<file path="src/rtl/column_input_ctrl.sv">
// column_input_ctrl
//   Turns four raw column push-buttons into a single qualified column
//   selection for the game FSM. Each button is synchronized, debounced and
//   edge-detected; a small FSM (IDLE/STROBE/HOLD) accepts one clean press at
//   a time and refuses ambiguous (multi-button) presses.
//
//   Optional feature macro: COLFULL_FILTER_EN
//     defined   : presses on a full column (col_full[i]==1) are refused.
//     undefined : col_full is ignored and full-column presses are strobed.
//
// Ports
//   clk         : single clock, rising edge
//   reset       : synchronous, active-high
//   btn[3:0]    : raw asynchronous buttons, active-high, bit i = column i
//   game_status : 2'b00 = game in progress, anything else = game over
//   col_full    : bit i high = column i has no free cell
//   in_column   : active-low one-hot selected column, 4'b1111 = none
//   enable      : one-cycle strobe qualifying in_column
//   reject      : one-cycle strobe flagging a refused press
module column_input_ctrl #(
  parameter int DEBOUNCE_CYCLES = 16
) (
  input  logic       clk,
  input  logic       reset,
  input  logic [3:0] btn,
  input  logic [1:0] game_status,
  input  logic [3:0] col_full,
  output logic [3:0] in_column,
  output logic       enable,
  output logic       reject
);

  typedef enum logic [1:0] {IDLE, STROBE, HOLD} state_t;

  logic [3:0] sync1_reg;
  logic [3:0] sync2_reg;
  logic       deb_bit_reg [4];
  logic [7:0] cnt_reg [4];
  logic [3:0] deb;
  logic [3:0] deb_prev_reg;
  logic [3:0] press;
  logic       multi;
  logic       refused;
  logic [1:0] settle_reg;
  logic       armed_reg;

  state_t     state_reg, state_next;
  logic [3:0] in_column_reg, in_column_next;
  logic       reject_reg, reject_next;

  // Two-flop synchronizer for every button bit.
  always_ff @(posedge clk) begin
    if (reset) begin
      sync1_reg <= 4'b0000;
      sync2_reg <= 4'b0000;
    end else begin
      sync1_reg <= btn;
      sync2_reg <= sync1_reg;
    end
  end

  // Per-bit debouncer: the debounced bit flips only after the synchronized
  // bit has disagreed with it on DEBOUNCE_CYCLES consecutive edges.
  generate
    for (genvar gi = 0; gi < 4; gi++) begin : g_deb
      always_ff @(posedge clk) begin
        if (reset) begin
          cnt_reg[gi]     <= 8'd0;
          deb_bit_reg[gi] <= 1'b0;
        end else if (sync2_reg[gi] == deb_bit_reg[gi]) begin
          cnt_reg[gi] <= 8'd0;
        end else if (cnt_reg[gi] == 8'(DEBOUNCE_CYCLES - 1)) begin
          cnt_reg[gi]     <= 8'd0;
          deb_bit_reg[gi] <= ~deb_bit_reg[gi];
        end else begin
          cnt_reg[gi] <= cnt_reg[gi] + 8'd1;
        end
      end
      assign deb[gi] = deb_bit_reg[gi];
    end
  endgenerate

  always_ff @(posedge clk) begin
    if (reset) deb_prev_reg <= 4'b0000;
    else       deb_prev_reg <= deb;
  end

  assign press = deb & ~deb_prev_reg;
  // More than one bit set: clearing the lowest set bit leaves something.
  assign multi = (deb & (deb - 4'd1)) != 4'd0;

`ifdef COLFULL_FILTER_EN
  assign refused = (deb & col_full) != 4'd0;
`else
  logic col_full_unused;
  assign col_full_unused = ^col_full;
  assign refused = 1'b0;
`endif

  // After reset the synchronizers read 0 regardless of the pins, so a button
  // held through reset would look like a fresh press. The FSM is only armed
  // once the pipeline has refilled and the buttons are seen released.
  always_ff @(posedge clk) begin
    if (reset) begin
      settle_reg <= 2'd0;
      armed_reg  <= 1'b0;
    end else begin
      if (settle_reg != 2'd2) settle_reg <= settle_reg + 2'd1;
      if (settle_reg == 2'd2 && sync2_reg == 4'd0 && deb == 4'd0) armed_reg <= 1'b1;
    end
  end

  always_ff @(posedge clk) begin
    if (reset) begin
      state_reg     <= HOLD;
      in_column_reg <= 4'b1111;
      reject_reg    <= 1'b0;
    end else begin
      state_reg     <= state_next;
      in_column_reg <= in_column_next;
      reject_reg    <= reject_next;
    end
  end

  always_comb begin
    state_next     = state_reg;
    in_column_next = in_column_reg;
    reject_next    = 1'b0;
    case (state_reg)
      IDLE: begin
        if (press != 4'd0) begin
          state_next = HOLD;
          // Game over: swallow the press silently.
          if (game_status == 2'b00) begin
            if (multi || refused) begin
              reject_next = 1'b1;
            end else begin
              in_column_next = ~deb;
              state_next     = STROBE;
            end
          end
        end
      end
      STROBE: state_next = HOLD;
      HOLD: begin
        if (deb == 4'd0 && armed_reg) state_next = IDLE;
      end
      default: state_next = HOLD;
    endcase
  end

  assign enable    = (state_reg == STROBE);
  assign reject    = reject_reg;
  assign in_column = in_column_reg;

endmodule

</file>
<file path="config.mk">
export PLATFORM = sky130hd
export DESIGN_NAME = column_input_ctrl
export DESIGN_NICKNAME = d
export VERILOG_FILES = /design/src/rtl/column_input_ctrl.sv
export SDC_FILE = /design/constraint.sdc
export NUM_CORES = 1
export LEC_CHECK = 0
export CORE_MARGIN = 3
export CORE_UTILIZATION = 62
export DETAILED_ROUTE_END_ITERATION = 12
export PLACE_DENSITY = 0.95
export SYNTH_ARGS = -nofsm -noshare
export SYNTH_HDL_FRONTEND = slang
export SYNTH_SLANG_ARGS = --single-unit
</file>
<file path="constraint.sdc">
create_clock -name clk -period 2.98 [get_ports clk]
set_clock_uncertainty 0.2 [all_clocks]
set_input_delay 0.298 -clock clk [delete_from_list [all_inputs] [get_ports clk]]
set_output_delay 0.298 -clock clk [all_outputs]
set_load 0.005 [all_outputs]
</file>
==> results of run 1 <==
cell usage after synthesis, types with 3 or more instances:
cell type	number
nor4b_1	3
nand2_1	18
nand2b_1	7
and3_1	5
xnor2_1	17
nor2b_1	14
ha_1	5
xor2_1	12
dfxtp_1	22
nor2_1	48
nor4_1	6
mux2i_1	4
clkbuf_1	3
o21bai_1	4
nand3_1	11
edfxtp_1	36
nor3_1	4
stage by stage:
step	total power, W	instance area [sq um]
6_report	0.00168	3050
5_1_grt	0.00176	3050
4_1_cts	0.00169	3050
3_5_place_dp	0.00109	2890
3_3_place_gp	0.00108	2890
2_1_floorplan	0.00105	2690
power groups by stage:
stage,Combinational (W),Clock (W),Sequential (W)
CTS,0.000139,0.000608,0.000940
floorplan,0.000106,0,0.000947
finish,0.000140,0.000597,0.000941
global placement,0.000128,0,0.000952
detailed placement,0.000138,0,0.000956
global route,0.000166,0.000644,0.000948
logic make-up after synthesis:
| group | synth area share, % |
|---|---|
| simple gates | 23.1 |
| mux | 1.55 |
| buf+inv | 0.729 |
| fa+ha+maj | 2.43 |
| xor+xnor | 9.86 |
| other cells | 0.146 |
| compound gates | 3.11 |
| flops | 59.1 |
layout by cell type, fill, tap and decap left out, types with 4 or more instances in the layout:
| master | synthesis | layout |
|---|---|---|
| edfxtp_1 | 36 | 36 |
| dfxtp_1 | 22 | 22 |
| and3_1 | 5 | 5 |
| nor4_1 | 6 | 6 |
| nor2b_1 | 14 | 14 |
| nand3_1 | 11 | 11 |
| nor3_1 | 4 | 4 |
| nor2_1 | 48 | 48 |
| ha_1 | 5 | 5 |
| clkbuf_8 | 0 | 10 |
| xnor2_1 | 17 | 17 |
| mux2i_1 | 4 | 4 |
| clkdlybuf4s50_1 | 0 | 13 |
| xor2_1 | 12 | 12 |
| nand2_1 | 18 | 18 |
| conb_1 | 1 | 32 |
| nand2b_1 | 7 | 7 |
| o21bai_1 | 4 | 4 |
final cells by class:
class	instances	area, sq um
Multi-Input combinational cell	201	1150
Inverter	2	7.51
Tap cell	48	60.1
Clock buffer	13	149
Fill cell	229	776
Sequential cell	58	1520
Clock inverter	3	15.0
Timing Repair Buffer	15	145
worst reg2reg max path: stages (launching register included):
cell and delay (ns):
edfxtp_1 0.51, a211oi_1 0.44, o21ai_1 0.22, nor3b_4 0.38, mux2i_1 0.25
per-layer routing:
metal | routed length, microns | part of all wire (%) | up-vias | GRT usage, %
li1 | - | - | 887 | -
met1 | 1920 | 42 | 851 | 23.7
met5 | 0 | 0 | - | 0
met3 | 148 | 3.3 | 12 | 5.18
met4 | 146 | 3.2 | 0 | 11.7
met2 | 2330 | 51 | 35 | 36.6
worst paths after layout:
kind / slack, ns / endpoint / start
max: 0.90 / in_column[2] / deb_bit_reg[3]
min reg2reg: 0.24 / sync2_reg[3] / sync1_reg[3]
min: 0.24 / sync2_reg[3] / sync1_reg[3]
max reg2reg: 0.90 / in_column[2] / deb_bit_reg[3]
==> results.ini, run 1 <==
[outcome]
status=finished clean

[grt]
gr-total-overflow=0
grt_pass1_wl_microns=8070
grt_max_degree=18
grt_pass1_vias=1800
antenna_found_initial=0
grt_use_total_pct=21.2

[power_and_ir_drop]
clockPowerShare_pct=35.6
comb_power_share_pct=8.3
p_leak_nw=1.12
cell_internal_pwr_w=0.00129
ir_drop_v=0.000442
p_sw_w=0.000390
p_per_area_nw_per_um2=550
swShare_pct=23.2
sequentialPowerShare_pct=56.1

[timing]
timing.fmax_mhz=482
rsz0062_at_grt=no
relSlewSlack_pct=58.3
setup_slack_ns=0.903
fin_tns_setup_ns=0
hold_viol=0
period_share_pct=69.7
slew_viol_final=0
worst_pin_slew_ns=0.623
hold_slack_ns=0.236
finalSetupViolations=0
post-route-min-period_ns=2.08

[layout]
stdcell_count=340
antenna_cells=0
drive_above_1_share_pct=5.82
syn_to_final_growth_pct=18.4
final_core_util_pct=79.7
largest_reg_flops=32
nets=304

[synth]
yosysSeqAreaShare_pct=59.1
syn_area_per_cell_sq_um=11.1
synthFlopType=edfxtp_1
synthDistinctLibCells=28
synthTopCellsByArea=edfxtp_1, dfxtp_1, nor2_1, xnor2_1, xor2_1
synthCells=233
synth_edf_count=36
syn_area_sq_um=2580
async_flop_share_pct=0
synth_top_area_share_pct=42.0
yosysWarnings=0
ys_seq_elements=58
yosysTopAreaCell=edfxtp_1

[job]
cap_violations=0

[critical_path]
worst-path-max-fanout=7
crit_arrival_ns=2.12
path_depth=4
slowest_delay_ns=0.51
cp_slowest_cell=edfxtp_1
path_class=reg -> reg
r2r_cells=4
end_kind=flop
path_buf_inv=0
critPathRequiredTime_ns=3.02
critPathLaunchType=flop
crit_chain=a211oi_1 > o21ai_1 > nor3b_4 > mux2i_1
crit_family=compound AO/OA/AOI/OAI gates

[clock_tree]
ctsHoldBuffers=0
post_cts_buffers=0
cts_max_level=3
cts.sinks=58
cts_resized=0
cts_buffers=9
clock_path_buffers=2
clk_pin_slew_worst_paths_ns=0.06
cts_tree=yes
insertion_delay_ns=0.32
root_buffer=clkbuf_8

[floorplanning]
ios=18
dieWidth_microns=70.5
die_h_microns=70.5
core_sq_um=3830
rows=22
die_area_sq_um=4960
initial_core_util_pct=67.3

[drt]
drc=0
vias=1785
postRouteAntennaNets=0
drtIter0Drc=92
wl_per_cell_microns=13.4
routed_via_density=5.25
finalWirelength_microns=4540
drt-pass1-iter-count=4

[placed_design]
io_buffers=13
pre_cts_slack_ns=0.867
dp_hpwl_microns=3160
globalplace.congestion=0.799
post-place-cells=324

[min_path]
hp-class=reg -> reg
holdPathStages=1

No activity file was read; power rests on OpenSTA's default activity.
==> run 2, diff against run 1 <==
CORE_UTILIZATION = 58   (was 62)
PLACE_DENSITY = 0.91   (was 0.95)
clock period = 2 ns   (was 2.98 ns; I/O delays follow)
==> run 2 against run 1 <==
  * Via count up 0.90%
  * Sequential share of layout area shrank 0.92 points
  * Sequential cell count did not move
  * Utilization is 4.7 points lower
  * Largest cell class unchanged
  * Largest power group unchanged
  * Highest routed layer unchanged
==> results.ini, run 2 (synthesis gave the netlist of run 1 again) <==
[drt]
routed_via_density=5.24
drt-pass1-iter-count=4
vias=1801
finalWirelength_microns=4540
postRouteAntennaNets=0
wl_per_cell_microns=13.2
drc=0
drtIter0Drc=132

[floorplanning]
rows=23
die_area_sq_um=5280
dieWidth_microns=72.6
ios=18
initial_core_util_pct=62.2
core_sq_um=4140
die_h_microns=72.6

[clock_tree]
clk_pin_slew_worst_paths_ns=0.07
post_cts_buffers=0
cts_buffers=9
cts.sinks=58
clock_path_buffers=2
insertion_delay_ns=0.33
root_buffer=clkbuf_8
cts_max_level=3
cts_tree=yes

[layout]
multi_input_area_sq_um=1160
final_cell_mix=nor2_1, edfxtp_1, conb_1
largest_reg_flops=32
stdcell_area_sq_um=3110
syn_to_final_growth_pct=20.6
antenna_cells=0
fill_cells=280
register_area_sq_um=1520
nets=306
final_common_cell=nor2_1
drive_above_1_share_pct=7.82
stdcell_count=344
final_core_util_pct=75.0

[critical_path]
path_class=reg -> reg
end_kind=flop
crit_arrival_ns=1.93
critPathLaunchType=flop
critPathRequiredTime_ns=2.07
worst-path-max-fanout=7

[grt]
antenna_found_initial=0
grt_max_degree=33
grt_pass1_wl_microns=7530
gr-total-overflow=0
grt_use_total_pct=19.5
grt_pass1_vias=1724

[placed_design]
dp_hpwl_microns=3230
post-place-cells=328
globalplace.congestion=0.791
dpl_cell_area_sq_um=2920
io_buffers=13

[power_and_ir_drop]
p_leak_nw=1.15
p_per_area_nw_per_um2=836
ir_drop_v=0.000752

[outcome]
status=finished clean

[timing]
slew_viol_final=0
hold_viol=0
fin_tns_setup_ns=0
timing.fmax_mhz=536
rsz0062_at_grt=no
period_share_pct=93.2
post-route-min-period_ns=1.86
finalSetupViolations=0

[job]
cap_violations=0

[min_path]
hp-class=in -> reg

-- run 2: final timing paths --
| kind | from | endpoint | slack (ns) | depth (start not counted) |
|---|---|---|---|---|
| worst max-delay path | deb_bit_reg[0] | in_column[2] | 0.14 | 4 |
| worst min-delay path | btn[3] | sync1_reg[3] | 0.21 | 2 |
| worst max register to register | deb_bit_reg[0] | in_column[2] | 0.14 | 4 |
| worst min register to register | sync1_reg[2] | sync2_reg[2] | 0.24 | 1 |
-- run 2: per-stage QoR --
| step | hold WS, ns | total power [W] | setup slack (ns) |
|---|---|---|---|
| 5_1_grt | 0.215 | 0.00271 | 0.0213 |
| 4_1_cts | 0.197 | 0.00262 | 0.0787 |
| 6_report | 0.214 | 0.00260 | 0.136 |
| 3_3_place_gp | 0.220 | 0.00162 | 0.208 |
| 2_1_floorplan | 0.0828 | 0.00157 | 0.319 |
| 3_5_place_dp | 0.226 | 0.00164 | 0.0942 |
-- run 2: routing by layer --
layer  track usage, %  vias to the layer above  wire length (microns)
met5                0                        -                      0
met4             14.3                        0                    138
met3             4.27                       11                    196
met2             32.6                       42                   2260
met1             21.6                      856                   1950
li1                 -                      892                      -
-- run 2: power breakdown --
group / internal [W] / switching, W / total (W) / leakage [nW]
sequential: 0.00134 / 0.0000593 / 0.00140 / 0.551
combinational: 0.000102 / 0.000118 / 0.000219 / 0.500
clock: 0.000518 / 0.000457 / 0.000975 / 0.0980
-- run 2: what timing repair did --
action	4_1_cts	5_1_grt
resized for setup	0	2
endpoints found under the setup margin	0	3
hold buffers	0	0
-- run 2: final cells by class --
cell class | instances | share of cell area, %
Sequential cell | 58 | 49.0
Clock inverter | 5 | 0.926
Tap cell | 50 | 2.01
Clock buffer | 11 | 4.91
Multi-Input combinational cell | 201 | 37.4
Inverter | 2 | 0.242
Timing Repair Buffer | 17 | 5.56
-- run 2: worst max-delay path, cell delays in order (launching register included) --
cell      delay, ns
edfxtp_1       0.53
a211oi_2       0.33
o21ai_1        0.17
nor3b_4        0.36
mux2i_1        0.22
==> run 3, diff against run 2 <==
CORE_UTILIZATION = 35   (was 58)
PLACE_DENSITY = 0.64   (was 0.91)
==> run 3 against run 2 <==
  * Hold slack worse by 0.00063 ns
  * Die area up 60%
  * Final cell count rose by 14%
  * Maximum frequency up 4.9%
  * Sequential cell count is the same
  * Cell area rose by 2.8%
  * Utilization down 29 points
  * Combinational power shrank 5%
  * Power increased by 3.2%
  * Clock-buffer cell count fell by 1
  * Worst setup slack better by 0.087 ns
  * Highest routed layer unchanged
==> results.ini, run 3 (synthesis gave the netlist of run 1 again) <==
[critical_path]
r2r_end=in_column[3]
end_kind=flop
reg2reg_from=deb_bit_reg[3]
crit_family=compound AO/OA/AOI/OAI gates
slowest_delay_ns=0.46
crit_chain=a211oi_2 > o21ai_1 > nor3b_4 > mux2i_1
critPathRequiredTime_ns=2.06
critPathLaunchType=flop
regToRegSetupSlack_ns=0.22
cp_slowest_cell=edfxtp_1
crit_arrival_ns=1.84
r2r_cells=4
path_class=reg -> reg
path_buf_inv=0
worst-path-max-fanout=4

[power_and_ir_drop]
p_per_area_nw_per_um2=840
sequentialPowerShare_pct=52.1
cell_internal_pwr_w=0.00205
p_sw_w=0.000630
comb_power_share_pct=7.8
swShare_pct=23.5
clockPowerShare_pct=40.1
ir_drop_v=0.000563
p_leak_nw=1.15

[drt]
postRouteAntennaNets=0
routed_via_density=4.36
drt-pass1-iter-count=4
drc=0
finalWirelength_microns=4030
wl_per_cell_microns=10.3
vias=1703
drtIter0Drc=72

[clock_tree]
cts_buffers=9
cts_tree=yes
clk_pin_slew_worst_paths_ns=0.07
cts_max_level=3
insertion_delay_ns=0.33
cts.sinks=58
ctsHoldBuffers=0
root_buffer=clkbuf_8
clock_path_buffers=2

[grt]
grt_pass1_vias=1647
grt_pass1_wl_microns=6730
grt_max_degree=33
gr-total-overflow=0
grt_use_total_pct=10.3
antenna_found_initial=0

[timing]
rsz0062_at_grt=no
fin_tns_setup_ns=0
finalSetupViolations=0
hold_viol=0
post-route-min-period_ns=1.78
timing.fmax_mhz=563
period_share_pct=88.9
slew_viol_final=0

[layout]
syn_to_final_growth_pct=24.0
antenna_cells=0
fill_cells=671
final_common_cell=nor2_1
final_cell_mix=nor2_1, edfxtp_1, conb_1
stdcell_area_sq_um=3200
final_core_util_pct=45.8
nets=307
largest_reg_flops=32
drive_above_1_share_pct=8.47

[placed_design]
io_buffers=13
globalplace.congestion=0.750
dp_hpwl_microns=2910
dpl_cell_area_sq_um=2980

[floorplanning]
die_area_sq_um=8430
initial_core_util_pct=36.9
rows=30
ios=18
core_sq_um=6980
dieWidth_microns=91.8
die_h_microns=91.8

[min_path]
hold_end=sync1_reg[2]
hp-class=in -> reg
holdPathStages=2
worstHoldStart=btn[2]

[job]
cap_violations=0

[outcome]
status=finished clean

[run 3: cell count changes in the layout (fill, tap and decap cells not counted)]
cell        change
clkinv_2        -3
clkinvlp_4      +3
buf_4           +1
bufinv_16       +1
clkbuf_1        -1
clkbuf_16       -1
clkbuf_8        +1
[run 3: layer usage]
layer	part of all wire, %	track usage [%]	vias up
li1	-	-	891
met1	48	11.4	791
met2	47	16.9	19
met3	4.0	4.92	2
met4	1.1	4.08	0
met5	0	0	-
[run 3: per-stage QoR]
stage	instances	setup slack (ns)	power, W	hold slack (ns)
5_1_grt	391	0.0182	0.00282	0.206
2_1_floorplan	264	0.319	0.00157	0.0828
6_report	391	0.223	0.00268	0.214
3_5_place_dp	375	0.200	0.00163	0.221
3_3_place_gp	375	0.231	0.00162	0.223
4_1_cts	391	0.178	0.00272	0.197
[run 3: repair_timing]
item,in CTS,in global routing
buffers inserted,0,0
endpoints found under the setup margin,0,2
resized for setup,0,2
[run 3: cell type report]
cell class | instances | area (sq um) | area share [%]
flip-flops and latches | 58 | 1520 | 47.6
multi-input cells | 201 | 1160 | 36.4
repair buffers | 18 | 180 | 5.64
clock buffers | 10 | 138 | 4.31
well taps | 96 | 120 | 3.76
clock inverters | 6 | 66.3 | 2.08
inverters | 2 | 7.51 | 0.235
[run 3: power by group through the flow]
stage / combinational [W] / clock (W) / sequential, W
after floorplan: 0.000158 / 0 / 0.00141
after global placement: 0.000202 / 0 / 0.00142
after detailed placement: 0.000207 / 0 / 0.00142
after CTS: 0.000209 / 0.00111 / 0.00140
after global routing: 0.000245 / 0.00116 / 0.00141
final: 0.000208 / 0.00108 / 0.00140
[run 3: worst max path at each step]
| stage | startpoint | endpoint | slack [ns] | cells after the start |
|---|---|---|---|---|
| 3_5_place_dp | deb_bit_reg[2] | in_column[3] | 0.20 | 4 |
| 4_1_cts | deb_bit_reg[2] | in_column[3] | 0.18 | 4 |
| 2_1_floorplan | deb_bit_reg[3] | in_column[0] | 0.32 | 4 |
| 6_report | deb_bit_reg[3] | in_column[3] | 0.22 | 4 |
| 5_1_grt | deb_bit_reg[3] | in_column[3] | 0.02 | 4 |
| 3_3_place_gp | deb_bit_reg[2] | in_column[3] | 0.23 | 4 |
